File: src/rtl/lvds_rx_deser_pkg.sv
// -----------------------------------------------------------------------------
// lvds_pkg
// Shared types and constants for the LVDS receive deserializer.
//   lvds_rx_state_t : word-alignment FSM states (HUNT, VERIFY, LOCKED)
//   LVDS_K285_RDN   : K28.5 comma word, running disparity minus, MSB first
//   LVDS_ERR_CNT_W  : width of the sync-loss event counter
// -----------------------------------------------------------------------------
package lvds_pkg;

  typedef enum logic [1:0] {
    HUNT   = 2'd0,
    VERIFY = 2'd1,
    LOCKED = 2'd2
  } lvds_rx_state_t;

  localparam logic [9:0] LVDS_K285_RDN  = 10'b0011111010;
  localparam int         LVDS_ERR_CNT_W = 16;

endpackage

File: src/rtl/lvds_rx_deser_if.sv
// -----------------------------------------------------------------------------
// lvds_rx_deser_if
// Pad pair plus parallel receive-side outputs of the LVDS deserializer.
//   i_p, i_n   : differential pad pair (true / complement)
//   dout       : received word, MSB = first bit received
//   dout_vld   : one-cycle strobe, dout valid
//   locked     : word alignment established
//   err_cnt    : sync-loss event counter
//   dbg_state  : current alignment FSM state (observation only)
// Handshake: dout_vld is a push-only strobe with no ready/back-pressure; the
// consumer must take dout in the cycle dout_vld is high. dout holds its value
// between strobes.
// Modports: master = pad driver / word consumer, slave = deserializer.
// -----------------------------------------------------------------------------
interface lvds_rx_deser_if #(
  parameter int W = 10
);
  import lvds_pkg::*;

  logic                      i_p;
  logic                      i_n;
  logic [W-1:0]              dout;
  logic                      dout_vld;
  logic                      locked;
  logic [LVDS_ERR_CNT_W-1:0] err_cnt;
  lvds_rx_state_t            dbg_state;

  modport master (
    output i_p, i_n,
    input  dout, dout_vld, locked, err_cnt, dbg_state
  );

  modport slave (
    input  i_p, i_n,
    output dout, dout_vld, locked, err_cnt, dbg_state
  );

endinterface

File: src/rtl/lvds_rx_deser_ilvds.sv
// -----------------------------------------------------------------------------
// fpga_ilvds
// True-LVDS input buffer. The only technology-specific part of the receiver.
//   i_p : pad, true side
//   i_n : pad, complement side
//   o   : single-ended received bit, to the sampling register
// Macro FPGA_GOWIN selects the GoWin TLVDS_IBUF primitive; otherwise a
// behavioural differential comparator is used (equal legs read as 0).
// -----------------------------------------------------------------------------
module fpga_ilvds (
  input  logic i_p,
  input  logic i_n,
  output logic o
);

`ifdef FPGA_GOWIN
  TLVDS_IBUF u_tlvds_ibuf (
    .I  (i_p),
    .IB (i_n),
    .O  (o)
  );
`else
  assign o = i_p & ~i_n;
`endif

endmodule

File: src/rtl/lvds_rx_deser.sv
// -----------------------------------------------------------------------------
// lvds_rx_deser
// Serial LVDS receive deserializer. Samples one bit per clk, hunts for the
// SYNC comma, qualifies lock over LOCK_CNT consecutive aligned SYNC words and
// then delivers aligned parallel words with a one-cycle valid strobe.
// Ports:
//   clk : link bit clock (only clock)
//   rst : asynchronous, active-high reset
//   bus : lvds_rx_deser_if.slave (pads in, dout/dout_vld/locked/err_cnt out)
// Optional feature macro LVDS_RX_ERR_CNT_EN: when defined, err_cnt is a 16-bit
// saturating count of VERIFY->HUNT rejections and LOCKED->HUNT losses;
// otherwise err_cnt is tied to 0.
// -----------------------------------------------------------------------------
module lvds_rx_deser
  import lvds_pkg::*;
#(
  parameter int             W        = 10,
  parameter logic [W-1:0]   SYNC     = W'(LVDS_K285_RDN),
  parameter int             LOCK_CNT = 4,
  parameter int             MAX_GAP  = 256
) (
  input  logic              clk,
  input  logic              rst,
  lvds_rx_deser_if.slave    bus
);

  localparam int PW = $clog2(W);
  localparam int WW = (LOCK_CNT > 1) ? $clog2(LOCK_CNT + 1) : 1;
  localparam int GW = $clog2(MAX_GAP + 1);

  localparam logic [PW-1:0] PH_LAST    = PW'(W - 1);
  localparam logic [WW-1:0] WORDS_LOCK = WW'(LOCK_CNT);
  localparam logic [GW-1:0] GAP_MAX    = GW'(MAX_GAP);

  logic           buf_o;
  logic           s_in_q;
  logic [W-1:0]   sr_q, sr_d;
  logic [PW-1:0]  phase_q, phase_d;
  logic [WW-1:0]  words_q, words_d;
  logic [GW-1:0]  gap_q, gap_d;
  lvds_rx_state_t state_q, state_d;
  logic [W-1:0]   dout_q, dout_d;
  logic           vld_q, vld_d;
  logic           locked_q, locked_d;
  logic           sync_hit;
  logic           boundary;
  logic           loss_evt;

  fpga_ilvds u_ilvds (
    .i_p (bus.i_p),
    .i_n (bus.i_n),
    .o   (buf_o)
  );

  assign sync_hit = (sr_q == SYNC);
  assign boundary = (phase_q == PH_LAST);

  // Next-state / output decode. sr_q holds a complete word when boundary is
  // high; decisions land in the output registers one edge later.
  always_comb begin
    sr_d     = {sr_q[W-2:0], s_in_q};
    state_d  = state_q;
    phase_d  = boundary ? '0 : phase_q + PW'(1);
    words_d  = words_q;
    gap_d    = gap_q;
    dout_d   = dout_q;
    vld_d    = 1'b0;
    loss_evt = 1'b0;

    case (state_q)
      HUNT: begin
        if (sync_hit) begin
          // Alignment candidate: the next word ends W samples from now.
          phase_d = '0;
          words_d = WW'(1);
          gap_d   = '0;
          state_d = (LOCK_CNT == 1) ? LOCKED : VERIFY;
        end
      end

      VERIFY: begin
        if (boundary) begin
          if (sync_hit) begin
            words_d = words_q + WW'(1);
            if (words_q + WW'(1) == WORDS_LOCK) begin
              state_d = LOCKED;
              gap_d   = '0;
            end
          end else begin
            state_d  = HUNT;
            loss_evt = 1'b1;
          end
        end
      end

      LOCKED: begin
        if (boundary) begin
          if (sync_hit) begin
            gap_d = '0;
          end else if (gap_q == GAP_MAX) begin
            // One data word too many since the last SYNC: drop it, re-hunt.
            state_d  = HUNT;
            loss_evt = 1'b1;
          end else begin
            dout_d = sr_q;
            vld_d  = 1'b1;
            gap_d  = gap_q + GW'(1);
          end
        end
      end

      default: state_d = HUNT;
    endcase

    locked_d = (state_d == LOCKED);
  end

  always_ff @(posedge clk or posedge rst) begin
    if (rst) begin
      s_in_q   <= 1'b0;
      sr_q     <= '0;
      phase_q  <= '0;
      words_q  <= '0;
      gap_q    <= '0;
      state_q  <= HUNT;
      dout_q   <= '0;
      vld_q    <= 1'b0;
      locked_q <= 1'b0;
    end else begin
      s_in_q   <= buf_o;
      sr_q     <= sr_d;
      phase_q  <= phase_d;
      words_q  <= words_d;
      gap_q    <= gap_d;
      state_q  <= state_d;
      dout_q   <= dout_d;
      vld_q    <= vld_d;
      locked_q <= locked_d;
    end
  end

  assign bus.dout      = dout_q;
  assign bus.dout_vld  = vld_q;
  assign bus.locked    = locked_q;
  assign bus.dbg_state = state_q;

`ifdef LVDS_RX_ERR_CNT_EN
  logic [LVDS_ERR_CNT_W-1:0] err_q, err_d;

  // Saturating: sticks at all-ones until rst.
  always_comb begin
    err_d = err_q;
    if (loss_evt && (err_q != '1)) begin
      err_d = err_q + LVDS_ERR_CNT_W'(1);
    end
  end

  always_ff @(posedge clk or posedge rst) begin
    if (rst) begin
      err_q <= '0;
    end else begin
      err_q <= err_d;
    end
  end

  assign bus.err_cnt = err_q;
`else
  logic unused_loss_evt;
  assign unused_loss_evt = loss_evt;
  assign bus.err_cnt     = '0;
`endif

endmodule

File: src/flat_wrapper.sv
// flat-port wrapper written by rule: the top's interface ports become plain ports
module lvds_rx_deser_flat import lvds_pkg::*;
#(
  parameter int             W        = 10,
  parameter logic [W-1:0]   SYNC     = W'(LVDS_K285_RDN),
  parameter int             LOCK_CNT = 4,
  parameter int             MAX_GAP  = 256
)
  (clk, rst, bus_i_p, bus_i_n, bus_dout, bus_dout_vld, bus_locked, bus_err_cnt, bus_dbg_state);
  lvds_rx_deser_if #(.W(W)) bus_i ();
  input  logic clk;
  input  logic rst;
  input wire logic [$bits(bus_i.i_p)-1:0] bus_i_p;
  input wire logic [$bits(bus_i.i_n)-1:0] bus_i_n;
  output wire logic [$bits(bus_i.dout)-1:0] bus_dout;
  output wire logic [$bits(bus_i.dout_vld)-1:0] bus_dout_vld;
  output wire logic [$bits(bus_i.locked)-1:0] bus_locked;
  output wire logic [$bits(bus_i.err_cnt)-1:0] bus_err_cnt;
  output wire logic [$bits(bus_i.dbg_state)-1:0] bus_dbg_state;
  assign bus_i.i_p = bus_i_p;
  assign bus_i.i_n = bus_i_n;
  assign bus_dout = bus_i.dout;
  assign bus_dout_vld = bus_i.dout_vld;
  assign bus_locked = bus_i.locked;
  assign bus_err_cnt = bus_i.err_cnt;
  assign bus_dbg_state = bus_i.dbg_state;
  lvds_rx_deser #(.W(W), .SYNC(SYNC), .LOCK_CNT(LOCK_CNT), .MAX_GAP(MAX_GAP)) u_core (.clk(clk), .rst(rst), .bus(bus_i));
endmodule
File: config.mk
export PLATFORM = sky130hd
export DESIGN_NAME = lvds_rx_deser_flat
export DESIGN_NICKNAME = d
export VERILOG_FILES = /design/src/rtl/lvds_rx_deser_pkg.sv /design/src/rtl/lvds_rx_deser_if.sv /design/src/rtl/lvds_rx_deser_ilvds.sv /design/src/rtl/lvds_rx_deser.sv /design/src/flat_wrapper.sv
export SDC_FILE = /design/constraint.sdc
export NUM_CORES = 1
export LEC_CHECK = 0
export ABC_AREA = 1
export ABC_CLOCK_PERIOD_IN_PS = 1600
export BUFFER_PORTS_ARGS = -buffer_cell sky130_fd_sc_hd__buf_4
export CAP_MARGIN = 5
export CORE_MARGIN = 2
export CORE_UTILIZATION = 30
export CTS_CLUSTER_DIAMETER = 30
export DETAILED_ROUTE_END_ITERATION = 8
export GPL_ROUTABILITY_DRIVEN = 0
export PLACE_DENSITY = 0.5
export SLEW_MARGIN = 20
export SYNTH_ARGS = -nofsm -noshare
export SYNTH_HDL_FRONTEND = slang
export SYNTH_HIERARCHICAL = 1
export SYNTH_SLANG_ARGS = --single-unit
File: constraint.sdc
create_clock -name clk -period 1.6 [get_ports clk]
set_input_delay 0.16 -clock clk [delete_from_list [all_inputs] [get_ports clk]]
set_output_delay 0.16 -clock clk [all_outputs]
set_load 0.05 [all_outputs]
=== Word-level counts from Yosys, hierarchy flattened ===
Index checks and enable logic that the tools add are counted.

* Input bits: 4
* Memories: 0
* Bits in latches: 0
* Output and inout port bits: 30
* Bits in read-only memories: 0
* Memory bits (writable): 0
* Bits in registers: 41

* Div/mod/pow operators: 0
* Bitwise logic cells: 4
* Multiply operators: 0
* Shifts and indexed selects: 0
* Order comparisons: 0
* Equal/unequal tests: 13
* Mux-type cells: 27
* Reduce and logical (&&, ||, !) cells: 6
* Add/subtract/negate cells: 3

{| class="wikitable"
|+ Operator list
! operator !! count
|-
| $mux 9 || 7
|-
| $pmux 9 s3 || 1
|-
| $mux 2 || 7
|-
| $mux 4 || 3
|-
| $eq 10x8->1 const B || 1
|-
| $ne 2x1->1 const B || 5
|-
| $add 9x1->9 const B || 1
|-
| $eq 9x9->1 const B || 1
|-
| $mux 3 || 3
|-
| $reduce_and 4->1 || 2
|-
| $reduce_and 7->1 || 1
|-
| $pmux 2 s3 || 1
|-
| $pmux 3 s2 || 1
|-
| $add 4x1->4 const B || 1
|-
| $eq 2x2->1 const B || 2
|-
| $eq 4x4->1 const B || 1
|-
| $mux 1 || 4
|-
| $add 3x1->3 const B || 1
|-
| $eq 3x3->1 const B || 1
|-
| $ne 3x2->1 const B || 1
|-
| $not 1->1 || 3
|-
| $reduce_bool 3->1 || 1
|-
| $eq 2x1->1 const B || 1
|-
| $logic_not 2->1 || 1
|-
| other kinds (2) || 2
|}

=== Logic depth before layout (Yosys ltp) ===
* Depth in word-level cells: 7
* Depth in mapped cells: 12
* Mapped depth without buffers: 11

=== Cells and area by module ===
The synthesis kept the hierarchy.

{| class="wikitable"
|+ Modules (own cells, without submodules)
! module !! times used !! area an instance (µm²) !! seq. area each (µm²) !! cells each
|-
| lvds_rx_deser || 1 || 2,009.4 || 1,026.0 || 241
|-
| fpga_ilvds || 1 || 10.0 || 0.0 || 2
|}

=== Worst setup path after synthesis ===
No wires, ideal clock.

* Path kind: register -> register
* Start: register u_core.state_q[0] (netlist: u_core/bus.dbg_state[0])
* End: register u_core.gap_q[0]
* Library setup time: 117 ps
* Cell stages (with the launch flop): 10
* Path buffers: 0
* Setup slack: 105 ps
* Required time: 1,483 ps
* Data arrival time: 1,378 ps
* Period minus slack after synthesis: 1,495 ps
* Path through: dfrtp_1 > inv_2 > nand2_1 > nand2_1 > nand2_1 > nand2_1 > inv_1 > nand3_2 > nand2_1 > nand2_1

* Longest elaborated chain between the ends: 3
* Elaborated cells on any way between the ends: 12

{| class="wikitable"
|+ Ends and longest elaborated chain
! what !! RTL line !! text
|-
| start: declaration || lvds_rx_deser.sv:41 || <nowiki>lvds_rx_state_t state_q, state_d;</nowiki>
|-
| start signal: assignment || lvds_rx_deser.sv:135 || <nowiki>state_q <= state_d;</nowiki>
|-
| $eq 2x2->1 (tied with other cells) || n/a ||
|-
| $ne 3x2->1 (no line) (tied with other cells) || n/a ||
|-
| $reduce_and 7->1 (no line) || n/a ||
|-
| end signal: assignment || lvds_rx_deser.sv:134 || <nowiki>gap_q <= gap_d;</nowiki>
|-
| end: declaration || lvds_rx_deser.sv:40 || <nowiki>logic [GW-1:0] gap_q, gap_d;</nowiki>
|}

Parallel ways exist; a longest one is shown, timed or not.
A chain may end at the register's enable or synchronous reset.

=== Final worst setup path ===
* Start: register u_core.gap_q[1]
* End: register u_core.dout_q[1] (netlist: u_core/bus.dout[1])

* Longest elaborated chain between the ends: 3

{| class="wikitable"
|+ Ends and longest elaborated chain
! what !! RTL line !! text
|-
| $eq 9x9->1 || lvds_rx_deser.sv:100 || <nowiki>end else if (gap_q == GAP_MAX) begin</nowiki>
|-
| $not 1->1 (no line) || n/a ||
|-
| $reduce_and 4->1 (no line) || n/a ||
|-
| end signal: assignment || lvds_rx_deser.sv:136 || <nowiki>dout_q <= dout_d;</nowiki>
|-
| end: declaration || lvds_rx_deser.sv:42 || <nowiki>logic [W-1:0] dout_q, dout_d;</nowiki>
|}

Every way passes these cells.

==> flow_summary.json <==
{
  "dpl_worst_slack_ps": -6.23,
  "ioPinCount": 34,
  "yosysWarnings": 6,
  "drv_cap": 0,
  "ys_types": 28,
  "cts_tree": "built",
  "synthToLayoutAreaGrowth_pct": 19.6,
  "relSlewSlack_pct": 65.9,
  "clock-root-buffer": "clkbuf_8",
  "setup_slack_ps": 82.1,
  "vias": 1491,
  "rows": 29,
  "critical_path_arrival_ps": 1700,
  "die_y_um": 86.0,
  "ctsLongestPathBuffers": 2,
  "drive_above_1_share_pct": 21.5,
  "netSwitchingPower_uw": 614,
  "worstSkewPairLatency_ps": 290,
  "syn_area_mm2": 0.00202,
  "multiInputGateArea_um2": 843,
  "critPathRequiredTime_ps": 1780,
  "rsz0062_at_grt": "true",
  "cts.sinks": 41,
  "post-route-period-util_pct": 94.9,
  "htreeDepth": 2,
  "fin_area_mm2": 0.00242,
  "drc": 0,
  "ff_latch_area_mm2": 0.00103,
  "finalHoldViolCount": 0,
  "io_buffers": 17,
  "cp_common_cell": "nand2_1",
  "ant_nets": 0,
  "setup_viol": 0,
  "cp_top_family": "simple AND/OR/NAND/NOR gates",
  "crit_chain": "inv_1 > ha_4 > nand2_1 > inv_1 > nand2_2 > nor2_4 > inv_2 > nand2_2 > nor2_4 > buf_4 > nand2_1 > nand2_1",
  "grt_max_degree": 42,
  "grt_usage_pct": 11.2,
  "synth.avg_cell_area_um2": 8.31,
  "wl_mm": 3.68,
  "path_class": "flop to flop",
  "p_total_mw": 2.41,
  "cp.buffers_inverters": 4,
  "layout_commonest_cell": "nand2_1",
  "viasPerCell": 4.25,
  "syn_inst": 243,
  "post_dp_cell_area_mm2": 0.00221,
  "grt_pass1_wl_mm": 6.59,
  "final_cell_mix": "79 x nand2_1, 41 x dfrtp_1, 24 x buf_4",
  "skew_ps": 2.72,
  "power.internal_mw": 1.79,
  "dr.pass1.iters": 4,
  "start_util_pct": 31.4,
  "grt_overflow": 0,
  "antenna_found_initial": 0,
  "core_area_mm2": 0.00642,
  "drt-initial-drc-count": 69,
  "clk_pin_slew_ps": 80,
  "cts_buffers": 5,
  "chipWidth_um": 86.0,
  "dp_hpwl_mm": 2.58,
  "switching_share_pct": 25.5,
  "critPathCaptureType": "flop",
  "fin_nets": 281,
  "wl_per_cell_um": 10.5,
  "finalMaxSlewViolations": 0,
  "peakVddDrop_mv": 0.487,
  "max_stage_delay_ps": 420,
  "clock_power_share_pct": 40.5,
  "power_leakage_nw": 1.25,
  "p_comb_share_pct": 12.2,
  "tightest_slew_ps": 511,
  "die_area_mm2": 0.00740,
  "status": "completed",
  "grt_pass1_vias": 1465,
  "min_period_ps": 1520,
  "timing.fmax_mhz": 659,
  "worst_hold_path_type": "input port to asynchronous set/reset pin",
  "critPathMaxFanout": 4,
  "yosysSeqAreaShare_pct": 50.8,
  "filler_cell_count": 653,
  "p_seq_share_pct": 47.2,
  "diodes": 0,
  "crit_slowest_cell": "dfrtp_1",
  "start_kind": "flop",
  "p_per_area_mw_per_mm2": 996,
  "ys_ff_latch": 41
}
-- routing by layer --
layer  vias up  global-route usage [%]  part of all wire, %
met4         0                    4.04                  1.3
met1       673                    14.8                   49
li1        778                       -                    -
met2        35                    17.7                   45
met5         -                       0                    0
met3         5                    3.08                  4.8
-- worst paths after layout --
check	endpoint	from	cells past startpoint	slack, ps
setup / recovery	u_core/bus.dout[1]	u_core/gap_q[1]	12	80
setup reg to reg	u_core/bus.dout[1]	u_core/gap_q[1]	12	80
hold reg to reg	u_core/sr_q[0]	u_core/s_in_q	0	360
min in group clk	u_core/s_in_q	bus_i_p	3	80
max in group asynchronous	u_core/bus.locked	rst	3	1250
hold / removal	u_core/bus.dout[8]	rst	3	0.1
-- sequential cells by signal, summed over array words and instances (netlist names) --
register / count
u_core/bus.dbg_state: 2
u_core/bus.dout: 10
u_core/bus.dout_vld: 1
u_core/bus.locked: 1
u_core/gap_q: 9
u_core/phase_q: 4
u_core/s_in_q: 1
u_core/sr_q: 10
u_core/words_q: 3
-- Yosys cell counts --
| master | n | area share [%] |
|---|---|---|
| a21oi_1 | 1 | 0.25 |
| a21oi_2 | 1 | 0.43 |
| buf_4 | 17 | 6.3 |
| buf_6 | 1 | 0.56 |
| clkinv_2 | 1 | 0.25 |
| conb_1 | 1 | 0.19 |
| dfrtp_1 | 41 | 51 |
| ha_1 | 4 | 2.5 |
| inv_1 | 23 | 4.3 |
| inv_2 | 4 | 0.74 |
| nand2_1 | 80 | 15 |
| nand2_2 | 5 | 1.5 |
| nand3_1 | 15 | 3.7 |
| nand3_2 | 2 | 0.99 |
| nand4_1 | 1 | 0.31 |
| nand4_2 | 1 | 0.62 |
| nor2_1 | 20 | 3.7 |
| nor2_2 | 5 | 1.5 |
| nor2_4 | 2 | 1.1 |
| nor3_1 | 2 | 0.50 |
| o21ai_0 | 5 | 1.2 |
| o21ai_1 | 5 | 1.2 |
| o21ai_2 | 1 | 0.43 |
| o21bai_1 | 1 | 0.37 |
| o22ai_1 | 1 | 0.31 |
| or2_2 | 1 | 0.31 |
| xnor2_1 | 1 | 0.43 |
| xor2_1 | 1 | 0.43 |
-- cell families after synthesis --
logic type | synth area share [%]
simple gates | 29.2
buf+inv | 12.1
flops | 50.8
compound gates | 4.27
fa+ha+maj | 2.48
xor+xnor | 0.868
other cells | 0.186
-- power groups by stage --
stage / clock network [mW] / registers, mW / logic [mW]
detailed placement: 0 / 1.16 / 0.294
finish: 0.976 / 1.14 / 0.294
global route: 1.06 / 1.15 / 0.328
CTS: 1.01 / 1.14 / 0.300
global placement: 0 / 1.16 / 0.293
floorplan: 0 / 1.15 / 0.285
-- worst min-delay path, delay by kind of cell --
family / cells / cell delay (ps)
buffers and inverters: 3 / 570
-- what timing repair did --
item                                    in CTS  in global routing
endpoints found under the setup margin       2                 17
hold buffers                                 1                  0
pin swaps                                    0                  2
buffers inserted                             0                  3
endpoints found under the hold margin        1                  0
resized for setup                            1                  7
-- stage by stage --
stage               hold WS (ps)  setup TNS [ps]  instances  utilization, %
global placement             315               0        339            34.4
floorplan                    220               0        258               -
CTS                         21.4               0        348            36.8
detailed placement           314           -6.23        339            34.4
finish                     0.102               0        351            37.6
global route                50.1           -52.2        351            37.6
-- cell type report --
| class | instances | area share [%] |
|---|---|---|
| inverters | 28 | 4.40 |
| flip-flops and latches | 41 | 42.5 |
| clock inverters | 3 | 2.69 |
| repair buffers | 26 | 8.70 |
| multi-input cells | 171 | 34.9 |
| clock buffers | 5 | 2.85 |
| well taps | 77 | 3.99 |
Note: power is estimated with default switching activity, not from simulation.
